<file path="src/rtl/adc_serial_sampler.sv">
// rtl/adc_serial_sampler.sv - periodic multi-channel serial ADC frame sampler
// Drives a shared chip select, deserialises NUM_CH lines and hands samples out via valid/ready.
module adc_serial_sampler #(
  parameter int NUM_CH        = 1,
  parameter int DATA_BITS     = 12,
  parameter int LEAD_BITS     = 4,
  parameter int SAMPLE_PERIOD = 250000
) (
  input  logic                          clk,
  input  logic                          rstN,
  input  logic                          enable,
  input  logic [NUM_CH-1:0]             adcData,
  output logic                          CSOut,
  output logic [NUM_CH*DATA_BITS-1:0]   sampleData,
  output logic                          sampleValid,
  input  logic                          sampleReady,
  output logic                          leadErr,
  output logic                          overrun,
  input  logic                          clearOverrun
);

  localparam int FRAME_BITS = LEAD_BITS + DATA_BITS;
  localparam int PW         = $clog2(SAMPLE_PERIOD);
  localparam int BW         = $clog2(FRAME_BITS + 1);

  typedef enum logic [1:0] {IDLE, CONV, DONE} state_t;

  state_t                                state_q;
  logic [PW-1:0]                         period_cnt_q, period_cnt_d;
  logic [BW-1:0]                         bit_cnt_q;
  logic [NUM_CH-1:0][FRAME_BITS-1:0]     shift_q, shift_d;
  logic                                  cs_q;
  logic [NUM_CH*DATA_BITS-1:0]           data_q, data_d;
  logic                                  valid_q;
  logic                                  lead_q, lead_d;
  logic                                  overrun_q;

  // The period counter parks at zero while disabled so a re-enable starts a frame on the next edge.
  always_comb begin
    if (state_q == IDLE && period_cnt_q == '0 && !enable) begin
      period_cnt_d = '0;
    end else if (period_cnt_q == PW'(SAMPLE_PERIOD - 1)) begin
      period_cnt_d = '0;
    end else begin
      period_cnt_d = period_cnt_q + PW'(1);
    end
  end

  always_comb begin
    shift_d = shift_q;
    data_d  = '0;
    lead_d  = 1'b0;
    for (int c = 0; c < NUM_CH; c++) begin
      shift_d[c] = {shift_q[c][FRAME_BITS-2:0], adcData[c]};
      data_d[c*DATA_BITS +: DATA_BITS] = shift_q[c][DATA_BITS-1:0];
      lead_d = lead_d | (|shift_q[c][FRAME_BITS-1:DATA_BITS]);
    end
  end

  always_ff @(posedge clk or negedge rstN) begin
    if (!rstN) begin
      state_q      <= IDLE;
      period_cnt_q <= '0;
      bit_cnt_q    <= '0;
      shift_q      <= '0;
      cs_q         <= 1'b1;
      data_q       <= '0;
      valid_q      <= 1'b0;
      lead_q       <= 1'b0;
      overrun_q    <= 1'b0;
    end else begin
      period_cnt_q <= period_cnt_d;

      case (state_q)
        IDLE: begin
          if (period_cnt_q == '0 && enable) begin
            state_q   <= CONV;
            cs_q      <= 1'b0;
            bit_cnt_q <= '0;
          end
        end
        CONV: begin
          shift_q   <= shift_d;
          bit_cnt_q <= bit_cnt_q + BW'(1);
          if (bit_cnt_q == BW'(FRAME_BITS - 1)) begin
            cs_q      <= 1'b1;
            bit_cnt_q <= '0;
            state_q   <= DONE;
          end
        end
        DONE: begin
          state_q <= IDLE;
        end
        default: begin
          state_q <= IDLE;
        end
      endcase

      // A DONE load always wins over a consume at the same edge.
      if (state_q == DONE) begin
        data_q  <= data_d;
        lead_q  <= lead_d;
        valid_q <= 1'b1;
      end else if (valid_q && sampleReady) begin
        valid_q <= 1'b0;
      end

      if (state_q == DONE && valid_q && !sampleReady) begin
        overrun_q <= 1'b1;
      end else if (clearOverrun) begin
        overrun_q <= 1'b0;
      end
    end
  end

  assign CSOut       = cs_q;
  assign sampleData  = data_q;
  assign sampleValid = valid_q;
  assign leadErr     = lead_q;
  assign overrun     = overrun_q;

endmodule

</file>
<file path="config.mk">
export PLATFORM = sky130hd
export DESIGN_NAME = adc_serial_sampler
export DESIGN_NICKNAME = d
export VERILOG_FILES = /design/src/rtl/adc_serial_sampler.sv
export SDC_FILE = /design/constraint.sdc
export NUM_CORES = 1
export LEC_CHECK = 0
export CAP_MARGIN = 20
export CORE_MARGIN = 2
export CORE_UTILIZATION = 51
export CTS_CLUSTER_SIZE = 14
export DETAILED_ROUTE_END_ITERATION = 8
export GPL_ROUTABILITY_DRIVEN = 0
export PLACE_DENSITY = 0.85
export SYNTH_ARGS = -nofsm -noshare
export SYNTH_HDL_FRONTEND = slang
export SYNTH_SLANG_ARGS = --single-unit
</file>
<file path="constraint.sdc">
create_clock -name clk -period 1.8 [get_ports clk]
set_input_delay 0.36 -clock clk [delete_from_list [all_inputs] [get_ports clk]]
set_output_delay 0.36 -clock clk [all_outputs]
set_load 0.02 [all_outputs]
</file>
==> flow_metrics.py <==
metrics = {
    "drt": {
        "wl_per_cell_um": 13.5,
        "drt_first_pass_iters": 4,
        "ant_nets": 0,
        "drc": 0,
        "num_vias": 1833,
        "drtIter0Drc": 111,
        "vias_per_cell": 5.47,
        "wirelength_um": 4530,
    },
    "clock_tree": {
        "cts_made_buffers": 9,
        "insertion_delay_ps": 330,
        "clk_pin_slew_ps": 60,
        "cts_buffer_depth": 2,
        "clock-sinks": 57,
        "cts_tree": "built",
        "cts_root_buffer": "clkbuf_8",
        "h-tree-depth": 3,
    },
    "sta": {
        "drv_slew": 0,
        "fmax_mhz": 583,
        "maxSlewHeadroom_pct": 68.2,
        "hold_viol": 0,
        "holdWs_ps": 485,
        "tightest_slew_ps": 472,
        "timing.final.crit_share_pct": 95.4,
        "postLayoutSetupSlackWorst_ps": 83.4,
        "fin_crit_ps": 1720,
        "setup_viol": 0,
        "finClkSkew_ps": 7.78,
        "tns_ps": 0,
    },
    "setup_path": {
        "rr_endpoint": "period_cnt_q[16]$_DFF_PN0_",
        "crit_fanout": 5,
        "ff2ff_setup_slack_ps": 80,
        "criticalPathCategory": "reg2reg",
        "startpoint": "period_cnt_q[0]$_DFF_PN0_",
        "max_stage_delay_ps": 440,
        "cp-end-kind": "flip-flop",
        "slowest_stage": "or4_4",
        "worst-path-buf-inv": 0,
        "required_ps": 2070,
        "endpoint": "period_cnt_q[16]$_DFF_PN0_",
        "rr_worst_depth": 5,
        "reg2reg_from": "period_cnt_q[0]$_DFF_PN0_",
        "path_cells": "ha_2 > nand3_2 > or4_4 > or3_4 > a21oi_2",
        "crit_family": "simple AND/OR/NAND/NOR gates",
        "cp_num_cells": 5,
        "crit_arrival_ps": 1980,
        "cp-start-kind": "flip-flop",
    },
    "synthesis": {
        "synth_top_area_share_pct": 57.5,
        "ys_seq_area_share_pct": 58.6,
        "synth_top_cells_by_count": "nand2_1, dfrtp_1, nor2_1",
        "ys_types": 31,
        "synth_xor_area_share_pct": 4.31,
        "synthAdderAreaFrac_pct": 1.54,
        "synth_top_family_by_area": "simple AND/OR/NAND/NOR gates",
        "syn_avg_cell_area_um2": 10.3,
        "synthCells": 236,
        "yosys.area_share.simple_pct": 23.2,
        "synth_flop_cell": "dfrtp_1",
        "async_flop_share_pct": 100,
        "synth.area.top_cells": "dfrtp_1, nand2_1, mux2_2",
        "yosysMostFrequentCell": "nand2_1",
        "yosys.area.top_type": "dfrtp_1",
        "synth_compound_area_share_pct": 4.83,
        "synthMuxAreaShare_pct": 5.55,
        "yosys_warnings": 0,
        "syn-num-nets": 245,
        "synth_seq_cells": 57,
        "synth_edf_count": 0,
        "syn_area_mm2": 0.00244,
    },
    "final_layout": {
        "antenna_cells": 0,
        "nNetsFinal": 286,
        "fillCellCount": 355,
        "layout-drive-gt1-share_pct": 21.7,
        "fin_cells": 335,
        "syn2layout_area_growth_pct": 25.2,
        "design_area_mm2": 0.00305,
        "multiInputGateArea_um2": 992,
        "final-seq-area_mm2": 0.00143,
    },
    "floorplan": {
        "die_h_um": 73.1,
        "start_util_pct": 52.3,
        "row_count": 25,
        "core_area_mm2": 0.00466,
        "io_pins": 22,
        "die_w_um": 73.1,
        "dieArea_mm2": 0.00535,
    },
    "global_routing": {
        "first_global_vias": 1841,
        "grt_max_degree": 40,
        "overflow": 0,
        "antenna_found_initial": 0,
        "grt_pass1_wl_um": 7870,
        "grt_usage_pct": 19.8,
    },
    "placement": {
        "dpl_worst_slack_ps": 25.5,
        "placed_area_mm2": 0.00278,
        "dp_cells": 315,
        "numPortBuffers": 21,
        "hpwl_um": 3070,
    },
    "power_and_ir_drop": {
        "p_per_area_mw_per_mm2": 864,
        "swShare_pct": 21.3,
        "seqPwrFrac_pct": 50.7,
        "switchingPower_mw": 0.562,
        "leakage_nw": 1.36,
        "p_clk_share_pct": 44.9,
        "vdd_drop_max_mv": 0.506,
        "combPwrFrac_pct": 4.5,
        "p_int_mw": 2.07,
    },
    "run": {
        "drv_cap": 0,
    },
    "outcome": {
        "status": "completed",
    },
    "hold_path": {
        "min-delay-start": "shift_q[9]$_DFFE_PN0P_",
        "min_path_type": "reg2reg",
    },
}
[metal layers]
layer,part of all wire (%),vias to the layer above,track usage (%)
met5,0,-,0
met4,1.5,0,7.61
met3,5.1,9,7.73
met2,51,50,33.1
met1,43,900,22.7
li1,-,874,-
[through the flow]
step | power, mW | util (%)
5_1_grt | 2.73 | 65.4
2_1_floorplan | 1.40 | -
3_5_place_dp | 1.48 | 59.6
6_report | 2.63 | 65.4
4_1_cts | 2.66 | 64.0
3_3_place_gp | 1.47 | 59.6
[placed cells by master, fill, tap and decap left out, drive strengths merged, types with 2 or more instances in the layout]
cell,n
nand2,64
xnor2,7
nand4,3
nand2b,5
nor4,6
xor2,5
nand3,10
nor3,4
nor2,16
inv,6
or4,2
or3,2
clkinv,2
mux2,12
buf,16
clkdlybuf4s50,19
a21oi,5
o21ai,11
nand4b,2
ha,3
clkbuf,12
dfrtp,56
o22ai,2
[logic make-up (layout without fill, tap and decap cells)]
family                     count (synthesis)  in the layout
buffers and inverters                     13             58
DFF                                       57             57
muxes                                     12             12
AOI/OAI and AO/OA                         20             20
adders and majority gates                  3              3
xor gates and xnor gates                  12             12
and+or+nand+nor                          119            119
[how the worst min path moves through the flow]
stage / to / slack (ps) / cells after the start
after floorplan: bit_cnt_q[0]$_DFFE_PN0P_ / 60 / 0
after global placement: sampleData[1]$_DFFE_PN0N_ / 330 / 1
after detailed placement: sampleData[1]$_DFFE_PN0N_ / 330 / 1
after CTS: shift_q[10]$_DFFE_PN0P_ / 490 / 2
after global routing: shift_q[10]$_DFFE_PN0P_ / 520 / 2
final: shift_q[10]$_DFFE_PN0P_ / 490 / 2
[layout make-up]
type,instances,area share (%)
multi-input cells,166,32.5
flip-flops and latches,57,47.0
well taps,54,2.21
clock inverters,3,1.31
repair buffers,37,11.1
inverters,6,0.738
clock buffers,12,5.09
[timing repair]
action,in CTS,in global routing
pin swaps,0,5
endpoints found under the setup margin,1,16
gates cloned,0,0
hold buffers,1,0
endpoints found under the hold margin,17,0
setup buffers,0,4
gates resized for setup,1,12
[sequential cells by signal, indices dropped and copies added (netlist names)]
| signal | flops |
|---|---|
| period_cnt_q | 18 |
| shift_q | 16 |
| sampleData | 12 |
| bit_cnt_q | 5 |
| state_q | 2 |
| CSOut | 1 |
| leadErr | 1 |
| overrun | 1 |
| sampleValid | 1 |
[tightest hold or removal path: stages (launching register included)]
cell and delay [ps]:
dfrtp_1 360, nand2_1 60, nand2_1 50
[power by group through the flow]
stage	Combinational, mW	Clock, mW	Sequential, mW
6_report	0.118	1.18	1.33
3_5_place_dp	0.119	0	1.36
4_1_cts	0.121	1.20	1.34
2_1_floorplan	0.0265	0	1.37
3_3_place_gp	0.115	0	1.36
5_1_grt	0.132	1.26	1.34
(Power assumes the default switching activity.)
